===== src/rtl/pwm_fade_seq_if.sv =====
// pwm_fade_seq_if: CPU config/strobes, PWM wrap and the period/duty outputs of the fade sequencer
interface pwm_fade_seq_if #(
  parameter int W = 28,
  parameter int HW = 16
);
  logic [W-1:0] cfg_period, cfg_target, cfg_step, period_out, decode_out;
  logic [HW-1:0] cfg_hold;
  logic cfg_load, pwm_wrap, busy, done;
  modport master (
    output cfg_period, cfg_target, cfg_step, cfg_hold, cfg_load, pwm_wrap,
    input  period_out, decode_out, busy, done
  );
  modport slave (
    input  cfg_period, cfg_target, cfg_step, cfg_hold, cfg_load, pwm_wrap,
    output period_out, decode_out, busy, done
  );
endinterface


===== src/rtl/pwm_fade_seq.sv =====
// pwm_fade_seq: ramps the PWM duty toward a target in fixed steps, updating only on the PWM wrap strobe
module pwm_fade_seq #(
  parameter int W = 28,
  parameter int HW = 16,
  parameter int unsigned PERIOD_RST = 1000
) (
  input logic CLK,
  input logic RST_N,
  pwm_fade_seq_if.slave bus
);
  typedef enum logic [1:0] {IDLE, ARMED, RAMP} state_t;
  localparam logic [W-1:0] P_RST = W'(PERIOD_RST);
  state_t state, state_d;
  logic [W-1:0] sh_period, sh_target, sh_step, period_q, decode_q;
  logic [W-1:0] sh_period_d, sh_target_d, sh_step_d, period_d, decode_d;
  logic [HW-1:0] sh_hold, sh_hold_d, hold_cnt, hold_cnt_d, hold_inc;
  logic [W-1:0] cap_period, clamped, diff;
  logic done_q, done_d, step_now, last, up;
  always_comb begin
    cap_period = bus.cfg_period == '0 ? W'(1) : bus.cfg_period;
    clamped = decode_q > sh_period ? sh_period : decode_q;
    up = sh_target > decode_q;
    diff = up ? sh_target - decode_q : decode_q - sh_target;
    hold_inc = hold_cnt + 1'b1;
    step_now = hold_inc == sh_hold;
    last = sh_step == '0 || diff <= sh_step;
    state_d = state;
    sh_period_d = sh_period;
    sh_target_d = sh_target;
    sh_step_d = sh_step;
    sh_hold_d = sh_hold;
    hold_cnt_d = hold_cnt;
    period_d = period_q;
    decode_d = decode_q;
    done_d = 1'b0;
    if (bus.cfg_load) begin
      sh_period_d = cap_period;
      sh_target_d = bus.cfg_target > cap_period ? cap_period : bus.cfg_target;
      sh_step_d = bus.cfg_step;
      sh_hold_d = bus.cfg_hold == '0 ? HW'(1) : bus.cfg_hold;
      hold_cnt_d = '0;
      state_d = ARMED;
    end else if (bus.pwm_wrap && state == ARMED) begin
      period_d = sh_period;
      decode_d = clamped;
      hold_cnt_d = '0;
      done_d = clamped == sh_target;
      state_d = clamped == sh_target ? IDLE : RAMP;
    end else if (bus.pwm_wrap && state == RAMP) begin
      hold_cnt_d = step_now ? '0 : hold_inc;
      if (step_now) begin
        decode_d = last ? sh_target : up ? decode_q + sh_step : decode_q - sh_step;
        done_d = last;
        state_d = last ? IDLE : RAMP;
      end
    end
  end
  always_ff @(posedge CLK or negedge RST_N) begin
    if (!RST_N) begin
      state <= IDLE;
      sh_period <= P_RST;
      sh_target <= '0;
      sh_step <= '0;
      sh_hold <= HW'(1);
      hold_cnt <= '0;
      period_q <= P_RST;
      decode_q <= '0;
      done_q <= 1'b0;
    end else begin
      state <= state_d;
      sh_period <= sh_period_d;
      sh_target <= sh_target_d;
      sh_step <= sh_step_d;
      sh_hold <= sh_hold_d;
      hold_cnt <= hold_cnt_d;
      period_q <= period_d;
      decode_q <= decode_d;
      done_q <= done_d;
    end
  end
  assign bus.period_out = period_q;
  assign bus.decode_out = decode_q;
  assign bus.done = done_q;
  assign bus.busy = state != IDLE;
endmodule


===== src/flat_wrapper.sv =====
// flat-port wrapper written by rule: the top's interface ports become plain ports
module pwm_fade_seq_flat 
#(
  parameter int W = 28,
  parameter int HW = 16,
  parameter int unsigned PERIOD_RST = 1000
)
  (CLK, RST_N, bus_cfg_period, bus_cfg_target, bus_cfg_step, bus_cfg_hold, bus_cfg_load, bus_pwm_wrap, bus_period_out, bus_decode_out, bus_busy, bus_done);
  pwm_fade_seq_if #(.W(W), .HW(HW)) bus_i ();
  input logic CLK;
  input logic RST_N;
  input wire logic [$bits(bus_i.cfg_period)-1:0] bus_cfg_period;
  input wire logic [$bits(bus_i.cfg_target)-1:0] bus_cfg_target;
  input wire logic [$bits(bus_i.cfg_step)-1:0] bus_cfg_step;
  input wire logic [$bits(bus_i.cfg_hold)-1:0] bus_cfg_hold;
  input wire logic [$bits(bus_i.cfg_load)-1:0] bus_cfg_load;
  input wire logic [$bits(bus_i.pwm_wrap)-1:0] bus_pwm_wrap;
  output wire logic [$bits(bus_i.period_out)-1:0] bus_period_out;
  output wire logic [$bits(bus_i.decode_out)-1:0] bus_decode_out;
  output wire logic [$bits(bus_i.busy)-1:0] bus_busy;
  output wire logic [$bits(bus_i.done)-1:0] bus_done;
  assign bus_i.cfg_period = bus_cfg_period;
  assign bus_i.cfg_target = bus_cfg_target;
  assign bus_i.cfg_step = bus_cfg_step;
  assign bus_i.cfg_hold = bus_cfg_hold;
  assign bus_i.cfg_load = bus_cfg_load;
  assign bus_i.pwm_wrap = bus_pwm_wrap;
  assign bus_period_out = bus_i.period_out;
  assign bus_decode_out = bus_i.decode_out;
  assign bus_busy = bus_i.busy;
  assign bus_done = bus_i.done;
  pwm_fade_seq #(.W(W), .HW(HW), .PERIOD_RST(PERIOD_RST)) u_core (.CLK(CLK), .RST_N(RST_N), .bus(bus_i));
endmodule

===== config.mk =====
export PLATFORM = sky130hd
export DESIGN_NAME = pwm_fade_seq_flat
export DESIGN_NICKNAME = d
export VERILOG_FILES = /design/src/rtl/pwm_fade_seq_if.sv /design/src/rtl/pwm_fade_seq.sv /design/src/flat_wrapper.sv
export SDC_FILE = /design/constraint.sdc
export NUM_CORES = 1
export LEC_CHECK = 0
export ABC_AREA = 1
export CAP_MARGIN = 20
export CORE_AREA = 2 2 259 261
export DETAILED_ROUTE_END_ITERATION = 10
export DIE_AREA = 0 0 261 263
export SLEW_MARGIN = 5
export SYNTH_ARGS = -nofsm -noshare
export SYNTH_HDL_FRONTEND = slang
export SYNTH_SLANG_ARGS = --single-unit

===== constraint.sdc =====
create_clock -name CLK -period 9.15 [get_ports CLK]
set_input_delay 0.915 -clock CLK [delete_from_list [all_inputs] [get_ports CLK]]
set_output_delay 0.915 -clock CLK [all_outputs]
set_load 0.03 [all_outputs]

# Word level (Yosys, flattened, before mapping)
# Cells that the tools add are included.
[totals] register_bits=175 in_bits=104 word_cells=61
[classes] addsub=5 n_lt_le_gt_ge=4 n_eq_ne=4 muxes=24 bitwise=1 n_reduce_logical=14
[ops] operator="$mux 28" n=9
[ops] operator="$gt 28x28->1" n=3
[ops] operator="$sub 28x28->28" n=3
[ops] operator="$mux 16" n=5
[ops] operator="$logic_not 28->1" n=2
[ops] operator="$add 28x28->28" n=1
[ops] operator="$eq 28x28->1" n=1
[ops] operator="$le 28x28->1" n=1
[ops] operator="$add 16x1->16 const B" n=1
[ops] operator="$eq 16x16->1" n=1
[ops] operator="$logic_not 16->1" n=1
[ops] operator="$mux 2" n=6
[ops] operator="$reduce_bool 2->1" n=3
[ops] operator="$reduce_bool 3->1" n=2
[ops] operator="$mux 1" n=4
[ops] operator="$reduce_and 2->1" n=2
[ops] operator="$reduce_and 3->1" n=1
[ops] operator="$eq 2x1->1 const B" n=1
[ops] operator="$eq 2x2->1 const B" n=1
[ops] operator="$logic_and 1x1->1" n=2
[ops] operator="$logic_or 1x1->1" n=1
[ops] operator="$not 1->1" n=1

# Depth between registers and ports, before layout
# Gate-level depths: netlist of run 1.
[depth] word_depth=9 depth_mapped=34 depth_no_buf=34

# Worst setup path after synthesis of run 1
# OpenSTA, ideal clock, no wires.
[synth_timing] path_kind="flip-flop to flip-flop" from="register u_core.decode_q[21] (netlist: u_core.bus.decode_out[21])" to="register u_core.decode_q[14] (netlist: u_core.bus.decode_out[14])" setup_time_ps=119 t_arrival_ps=4283 setup_slack_ps=4747 stages_incl_launch_ff=28 cell_sequence="dfrtp_1 > inv_1 > ha_1 > clkbuf_2 > nand2_1 > nor2_2 > inv_2 > nor2_1 > nand4_1 > nand2_2 > buf_4 > mux2i_1 > xor2_1 > inv_1 > ha_1 > nand2_1 > inv_1 > nand3_1 > nor4_1 > o21a_1 > nor2_1 > nor2_1 > nor2_2 > inv_2 > buf_2 > o211ai_1 > nand2_2 > o21ai_2"
[synth_between] elab_chain_len=8 word_cells_on_any_way=13 classes_between="add/sub: 2; order compare: 3; mux: 7; reduce/logical: 1"
[synth_rtl] item="start, declared" line_no="pwm_fade_seq.sv:14" text="logic [W-1:0] sh_period, sh_target, sh_step, period_q, decode_q;"
[synth_rtl] item="start signal, assigned" line_no="pwm_fade_seq.sv:77" text="decode_q <= decode_d;"
[synth_rtl] item="$sub 28x28->28 / $gt 28x28->1 (equally long branches)" line_no="pwm_fade_seq.sv:23, pwm_fade_seq.sv:22"
[synth_rtl] item="$mux 28" line_no="pwm_fade_seq.sv:23" text="diff = up ? sh_target - decode_q : decode_q - sh_target;"
[synth_rtl] item="$le 28x28->1" line_no="pwm_fade_seq.sv:26" text="last = sh_step == '0 || diff <= sh_step;"
[synth_rtl] item="$logic_or 1x1->1" line_no="pwm_fade_seq.sv:26"
[synth_rtl] item="$mux 28" line_no="pwm_fade_seq.sv:52" text="decode_d = last ? sh_target : up ? decode_q + sh_step : decode_q - sh_step;"
[synth_rtl] item="$mux 28" line_no="pwm_fade_seq.sv:51" text="if (step_now) begin"
[synth_rtl] item="$mux 28" line_no="pwm_fade_seq.sv:49" text="end else if (bus.pwm_wrap && state == RAMP) begin"
[synth_rtl] item="$mux 28 (*)" line_no="pwm_fade_seq.sv:43" text="end else if (bus.pwm_wrap && state == ARMED) begin"
# Mark *: on every way between the ends. The rest lies on a longest branch, timed or not. The select of a mux whose other input is x is not followed.
# A chain may end at the register's enable or synchronous reset.

# Worst setup path after layout of run 1
[layout_timing] from="register u_core.decode_q[25] (netlist: u_core.bus.decode_out[25])" to="register u_core.decode_q[2] (netlist: u_core.bus.decode_out[2])"
# The elaborated chain is that of the path after synthesis.

==> results of run 1 <==
sequential cells by signal, indices dropped and copies added (netlist names):
register               count
u_core.bus.decode_out     28
u_core.bus.period_out     28
u_core.sh_period          28
u_core.sh_step            28
u_core.sh_target          28
u_core.hold_cnt           16
u_core.sh_hold            16
u_core.state               2
u_core.bus.done            1
cell usage in the layout, fill, tap and decap left out, types with 3 or more instances in the layout:
cell                                n
sky130_fd_sc_hd__o21ai_2           15
sky130_fd_sc_hd__a21oi_1          161
sky130_fd_sc_hd__xor2_1            83
sky130_fd_sc_hd__a21o_1             6
sky130_fd_sc_hd__nand2_1          643
sky130_fd_sc_hd__nand3_1          144
sky130_fd_sc_hd__nand4_1           38
sky130_fd_sc_hd__clkinv_2           4
sky130_fd_sc_hd__clkbuf_16         17
sky130_fd_sc_hd__nand3b_1           6
sky130_fd_sc_hd__nor4_1            10
sky130_fd_sc_hd__o211ai_1          27
sky130_fd_sc_hd__fa_1               3
sky130_fd_sc_hd__a21boi_0           4
sky130_fd_sc_hd__o21a_1             9
sky130_fd_sc_hd__clkbuf_8           3
sky130_fd_sc_hd__inv_1            309
sky130_fd_sc_hd__inv_2             10
sky130_fd_sc_hd__nor2_2             5
sky130_fd_sc_hd__inv_6              4
sky130_fd_sc_hd__mux2i_1            7
sky130_fd_sc_hd__dfstp_2           13
sky130_fd_sc_hd__nor2_1           154
sky130_fd_sc_hd__a31oi_1            8
sky130_fd_sc_hd__o21bai_1           7
sky130_fd_sc_hd__buf_4             11
sky130_fd_sc_hd__o22ai_1            5
sky130_fd_sc_hd__a211oi_1           4
sky130_fd_sc_hd__o21ai_1           25
sky130_fd_sc_hd__nand2_2           18
sky130_fd_sc_hd__nor3_1            17
sky130_fd_sc_hd__o21ai_0          245
sky130_fd_sc_hd__ha_1             168
sky130_fd_sc_hd__o2111ai_1          5
sky130_fd_sc_hd__clkdlybuf4s50_1  159
sky130_fd_sc_hd__dfrtp_1          162
sky130_fd_sc_hd__a221oi_1           5
sky130_fd_sc_hd__xnor2_1           11
metrics by stage:
stage	utilization [%]	cell area (um2)	std cells
floorplan	-	16300	2421
CTS	29.5	19400	3418
global placement	28.6	18800	3386
finish	29.5	19400	3420
global route	29.5	19400	3419
detailed placement	28.6	18800	3386
cell type report:
class | instances | area, um2 | share of cell area [%]
clock inverter | 12 | 97.6 | 0.504
multi-input combinational | 1853 | 10400 | 53.7
tap | 864 | 1080 | 5.58
timing repair buffer | 173 | 1720 | 8.87
clock buffer | 20 | 457 | 2.36
antenna | 1 | 2.50 | 0.0129
sequential | 175 | 4400 | 22.7
inverter | 322 | 1210 | 6.24
routing by layer:
layer  vias up  routed length, um  part of all wire (%)  GRT usage, %
met5         -                  0                     0             0
met4         0               1230                   2.0          4.21
met1      7700              30200                    48          25.5
li1       8222                  -                     -             -
met2       463              27800                    44          28.7
met3        50               3240                   5.2          3.12
critical path: cells and delay by family (launching register included):
kind | cells | cell delay [ns]
buf+inv | 5 | 1.07
simple gates | 11 | 2.36
fa+ha+maj | 2 | 0.71
xor+xnor | 1 | 0.24
flops | 1 | 0.49
compound gates | 8 | 1.53
path summary, 6_finish.rpt:
| check | start | endpoint | slack, ns | depth (start not counted) |
|---|---|---|---|---|
| worst max-delay path | u_core.bus.decode_out[25] | u_core.bus.decode_out[2] | 2.65 | 27 |
| worst min-delay path | RST_N | u_core.sh_step[22] | 0.40 | 1 |
| worst max register to register | u_core.bus.decode_out[25] | u_core.bus.decode_out[2] | 2.65 | 27 |
| worst min register to register | u_core.bus.period_out[4] | u_core.bus.period_out[4] | 0.49 | 2 |
| max in group asynchronous | RST_N | u_core.bus.period_out[10] | 6.68 | 3 |
| min in group CLK | u_core.bus.period_out[4] | u_core.bus.period_out[4] | 0.49 | 2 |
power groups by stage:
stage / clock (uW) / combinational (uW) / sequential (uW)
finish: 739 / 5580 / 1140
floorplan: 0 / 3570 / 1300
detailed placement: 0 / 5470 / 1140
CTS: 756 / 5500 / 1130
global placement: 0 / 5540 / 1130
global route: 781 / 6180 / 1160
cells by family after synthesis:
logic type	share of synthesized area, %
buf+inv	9.53
mux	0.429
simple gates	26.8
compound gates	18.1
fa+ha+maj	13.2
xor+xnor	5.04
flops	26.9
==> metrics, run 1 <==
half-perimeter wire length after placement=about 51,000 um; clock net sink count=between 150 and 200; CP peak stage delay=~0.75 ns; netlist area before placement=about 0.016 mm2; nature of the critical path endpoint=flip-flop; final setup slack of the worst path=2.65 ns; count of unresolved DRC violations after routing=0; growth of design area from synthesis to finish=18.5%; Vert. Die Dim=263 um; number of warnings reported in the yosys synthesis log=0; design internal power=about 3200 uW; Max VDD drop=roughly 0.00018 V; routed length per placed instance=between 15 and 20 um; total power density per cell area=385 mW/mm2; top area cells in the synthesized netlist=sky130_fd_sc_hd__dfrtp_1 (25%), sky130_fd_sc_hd__nand2_1 (15%), sky130_fd_sc_hd__ha_1 (13%), sky130_fd_sc_hd__o21ai_0 (7.5%), sky130_fd_sc_hd__inv_1 (7.1%); RePlAce Congestion=between 0.9 and 1; Setup WS pre-CTS=roughly 2.8 ns; PnR Total Power=between 7000 and 8000 uW; width of the die=approximately 260 um; number of flip-flops and latches in the synthesized netlist=around 180; count of input and output buffers=161; number of antenna violations at the first check in global routing=1; arrival time of the worst setup path=slightly below 7 ns; power share of the clock group=9.9%; clock tree from TritonCTS=built; Final setup viols=0; Setup Fix Bufs, Post-CTS=0; commonest register cell after synthesis=sky130_fd_sc_hd__dfrtp_1; Leak=approximately 0.0093 uW; standard cell core area=roughly 0.066 mm2; Worst setup SP type=flip-flop; synthesized area per cell=between 6 and 7 um2; sequential power share=15.2%; Final Critical Period=6.50 ns; final number of hold-violating endpoints=0; Cell Rows=between 90 and 100; net switching fraction of the power=57.6%; clock tree root buffer cell=sky130_fd_sc_hd__clkbuf_16; Vias/cell=4.81; CTS hold repair buffers=0; type of the most critical hold path=in -> async; Worst-Skew Late Latency=~0.48 ns; final-layout worst hold slack=about 0.40 ns; cell with the most instances after synthesis=sky130_fd_sc_hd__nand2_1; maximum buffer depth of the clock tree=2; # fillers=7,258; fraction of layout cells with a size suffix above 1=4.62%; starting utilization of the core area=24.9%; router iterations before antenna repair=5; total routed wirelength=62,500 um; Relative slew margins=roughly a quarter; library cells used by synthesis=55; count of nets after finishing=approximately 2,800; number of enable-type register cells in the synthesized netlist=0; clock-pin slew of the registers on the worst-case setup and hold paths=0.07 ns; cell with the biggest individual delay on the critical path=sky130_fd_sc_hd__nor2_2; status=complete, no violations; vias in the first global route=~16,000; number of vias in the routed layout=16,400; data required time at the worst endpoint=9.53 ns; ratio of final minimum period to clock period=a little under three quarters; total nets after synthesis=around 2,700; final sum of negative setup slack=0 ns; count of H-tree levels built during CTS=4; number of clock buffers inserted by TritonCTS=17; ys async rst share=100%; die area=just under 0.07 mm2; Max-Cap Viols=0; cts repair resizes=0; type of the worst setup path=reg -> reg; RSZ-0062 raised after global routing=false; skew final=0.0211 ns; wire length of the first global-routing pass=95,200 um; number of placed I/O pins=~160; Fmax=between 150 and 200 MHz; top cell type's share of synthesized area=between 20% and 30%; total global routing track utilization=about 18%; Sw Pwr=approximately 4300 uW; First DRT Iteration DRCs=1,520; Synth top cells by count=sky130_fd_sc_hd__nand2_1 (643), sky130_fd_sc_hd__inv_1 (309), sky130_fd_sc_hd__o21ai_0 (245), sky130_fd_sc_hd__ha_1 (168), sky130_fd_sc_hd__dfrtp_1 (162); register area share after synthesis=between 20% and 30%; leading area contributor after synthesis=sky130_fd_sc_hd__dfrtp_1; max-slew violations=0; logic gate share of total power=between 70% and 80%; GRT Residual Overflow=0; slew at the pin closest to its max-slew limit=~1.1 ns; pin count of the biggest net entering global routing=a little over 80; remaining antenna violation count after routing=0; Max FO, Critical Path=32; number of instances in the synthesized netlist=between 2,000 and 2,500
No activity file was read; power rests on OpenSTA's default activity.
==> run 2: changes to the inputs <==
Clock period 9.15 ns to 6.8 ns, I/O delays scaled along.
==> run 2 against run 1 <==
Combinational power rose by 35%. Design area rose by 0.45%. Cell count rose by 0.15%. Global-route usage rose by 0.61 points. First-iteration DRC count fell by 14%. Clock power rose by 46%. Register-to-register slack got worse by 1.9 ns.
==> metrics, run 2 (synthesis gave the netlist of run 1 again) <==
status=complete, no violations; cell with the biggest individual delay on the critical path=sky130_fd_sc_hd__nor2_2; CTS hold repair buffers=0 (unchanged); # fillers=7,343 (+1.2%); wire length of the first global-routing pass=97,700 um (+2.6%); count of nets after finishing=2,823 (+0.21%); ratio of final minimum period to clock period=89.3% (+18 points); clock tree root buffer cell=sky130_fd_sc_hd__clkbuf_16; GRT Residual Overflow=0 (unchanged); Setup Fix Bufs, Post-CTS=0 (unchanged); leading cell types in the layout, fill and taps excluded=sky130_fd_sc_hd__nand2_1 (643), sky130_fd_sc_hd__inv_1 (309), sky130_fd_sc_hd__o21ai_0 (245); routed length per placed instance=18.5 um (+1.5%); total cell area at the placement stage=0.0188 mm2 (+0.23%); fraction of layout cells with a size suffix above 1=4.80% (+0.18 points); Max-Cap Viols=0 (unchanged); Worst-Skew Late Latency=0.51 ns (+0.03 ns); Max FO, Critical Path=18 (-44%); count of input and output buffers=161 (unchanged); First DRT Iteration DRCs=1,310 (-14%); clock net sink count=175 (unchanged); cts repair resizes=0 (unchanged); diode count=0 (-1); final non-filler cell area=0.0195 mm2 (+0.45%); count of unresolved DRC violations after routing=0 (unchanged); Max VDD drop=0.000267 V (+52%); width of the die=261 um (unchanged); RePlAce Congestion=0.968 (-2.5%); FF-to-FF path depth=25 (-7.4%); skew final=0.0212 ns (+0.000145 ns); final number of hold-violating endpoints=0 (unchanged); storage element area=0.00440 mm2 (unchanged); vias in the first global route=16,200 (+1.3%); final sum of negative setup slack=0 ns (unchanged); pin count of the biggest net entering global routing=74 (-9.8%); slew at the pin closest to its max-slew limit=1.06 ns (-0.0513 ns); type of the worst setup path=reg -> reg; cell family with the largest share of critical-path delay=simple AND/OR/NAND/NOR gates; RSZ-0062 raised after global routing=false; Worst setup SP type=flip-flop; clock-pin slew of the registers on the worst-case setup and hold paths=0.09 ns (+0.02 ns); arrival time of the worst setup path=6.50 ns (-0.38 ns); Leak=0.00933 uW (+0.47%); standard cell core area=0.0656 mm2 (unchanged); startpoint of the most critical setup path=u_core.bus.decode_out[23]; area taken by multi-input logic gates=0.0104 mm2 (about the same); type of the most critical hold path=in -> async; maximum buffer depth of the clock tree=2 (unchanged); starting utilization of the core area=24.9% (unchanged); count of buffering cells on the critical path with inverters included=6 (+1); CP peak stage delay=0.72 ns (-0.03 ns); die area=0.0686 mm2 (unchanged); number of placed I/O pins=162 (unchanged); slack of the worst reg-to-reg path=0.73 ns (-1.92 ns); router iterations before antenna repair=6 (+1); max-slew violations=0 (unchanged); Final setup viols=0 (unchanged); nature of the critical path endpoint=flip-flop; total routed wirelength=63,500 um (+1.6%); Cell Rows=94 (unchanged); Fmax=165 MHz (+7.0%); Vias/cell=4.79 (-0.27%); data required time at the worst endpoint=7.22 ns (-2.31 ns); number of antenna violations at the first check in global routing=0 (-1); Critical Path Most Common Cell=sky130_fd_sc_hd__nand2_1; number of vias in the routed layout=16,400 (-0.12%); Final Critical Period=6.07 ns (-0.428 ns); half-perimeter wire length after placement=52,100 um (+1.9%); most frequent standard cell in the layout excluding fill and tap cells=sky130_fd_sc_hd__nand2_1; Vert. Die Dim=263 um (unchanged); total power density per cell area=522 mW/mm2 (+36%); Relative slew margins=29.2% (+3.4 points); total global routing track utilization=18.7% (+0.61 points); clock tree from TritonCTS=built; number of clock buffers inserted by TritonCTS=17 (unchanged); endpoint of the most critical register-to-register path=u_core.bus.decode_out[4]; count of H-tree levels built during CTS=4 (unchanged); remaining antenna violation count after routing=0 (unchanged); growth of design area from synthesis to finish=19.1%; startpoint of the lowest-slack register-to-register path=u_core.bus.decode_out[23]
==> run 2: changes by cell type in the layout (fill, tap and decap cells not counted), sizes merged <==
cell	change
buf	+6
bufinv	+1
clkbuf	-2
diode	-1
inv	+1
==> run 2: area by class of cell <==
| cell class | instances | area share [%] |
|---|---|---|
| tap | 864 | 5.55 |
| clock inverter | 14 | 0.887 |
| sequential | 175 | 22.6 |
| timing repair buffer | 179 | 9.06 |
| clock buffer | 18 | 2.20 |
| inverter | 322 | 6.22 |
| multi-input combinational | 1853 | 53.5 |
==> run 2: metal layers <==
layer	GRT usage [%]	routed length, um	share of wire, %	vias to the layer above
met5	0	0	0	-
met4	5.88	1560	2.5	0
met3	3.45	3420	5.4	66
met2	28.8	27700	44	459
met1	26.4	30800	49	7644
li1	-	-	-	8246
==> run 2: stage by stage <==
step           worst slack, ns  utilization, %  total power (uW)  hold WS, ns  std cells
3_5_place_dp             0.730            28.7              8960        0.476       3392
4_1_cts                  0.692            29.6             10100        0.185       3424
3_3_place_gp             0.655            28.7              9040        0.472       3392
2_1_floorplan             2.40               -              6540        0.384       2421
6_report                 0.728            29.7             10200        0.183       3425
5_1_grt                  0.254            29.7             11100        0.222       3425
==> run 2: worst reg2reg max path, stage by stage, from the launching register on <==
cell                       delay [ns]
sky130_fd_sc_hd__dfrtp_1         0.58
sky130_fd_sc_hd__inv_1           0.16
sky130_fd_sc_hd__ha_1            0.42
sky130_fd_sc_hd__nand2_1         0.16
sky130_fd_sc_hd__nor2_2          0.26
sky130_fd_sc_hd__inv_2           0.04
sky130_fd_sc_hd__nor2_1          0.28
sky130_fd_sc_hd__nand4_1         0.15
sky130_fd_sc_hd__nand2_2         0.19
sky130_fd_sc_hd__inv_2           0.15
sky130_fd_sc_hd__buf_4           0.23
sky130_fd_sc_hd__o31ai_1         0.42
sky130_fd_sc_hd__xor2_1          0.29
sky130_fd_sc_hd__inv_1           0.08
sky130_fd_sc_hd__ha_1            0.28
sky130_fd_sc_hd__nand2_1         0.06
sky130_fd_sc_hd__inv_1           0.07
sky130_fd_sc_hd__nand3_1         0.07
sky130_fd_sc_hd__nor4_1          0.41
sky130_fd_sc_hd__o21a_1          0.29
sky130_fd_sc_hd__o21bai_2        0.20
sky130_fd_sc_hd__nor2_2          0.73
sky130_fd_sc_hd__nand2_1         0.16
sky130_fd_sc_hd__o211ai_1        0.13
sky130_fd_sc_hd__nand2_1         0.07
sky130_fd_sc_hd__o21ai_1         0.13
==> run 2: worst max path at each step <==
stage,endpoint,depth (start not counted)
2_1_floorplan,u_core.bus.decode_out[14],27
6_report,u_core.bus.decode_out[4],25
3_5_place_dp,u_core.bus.decode_out[2],25
3_3_place_gp,u_core.bus.decode_out[2],25
5_1_grt,u_core.bus.decode_out[4],26
4_1_cts,u_core.bus.decode_out[4],25
==> run 2: report_power, final <==
part	switching [uW]	internal, uW
clock	552	526
sequential	278	1260
combinational	5020	2530
total	5850	4320
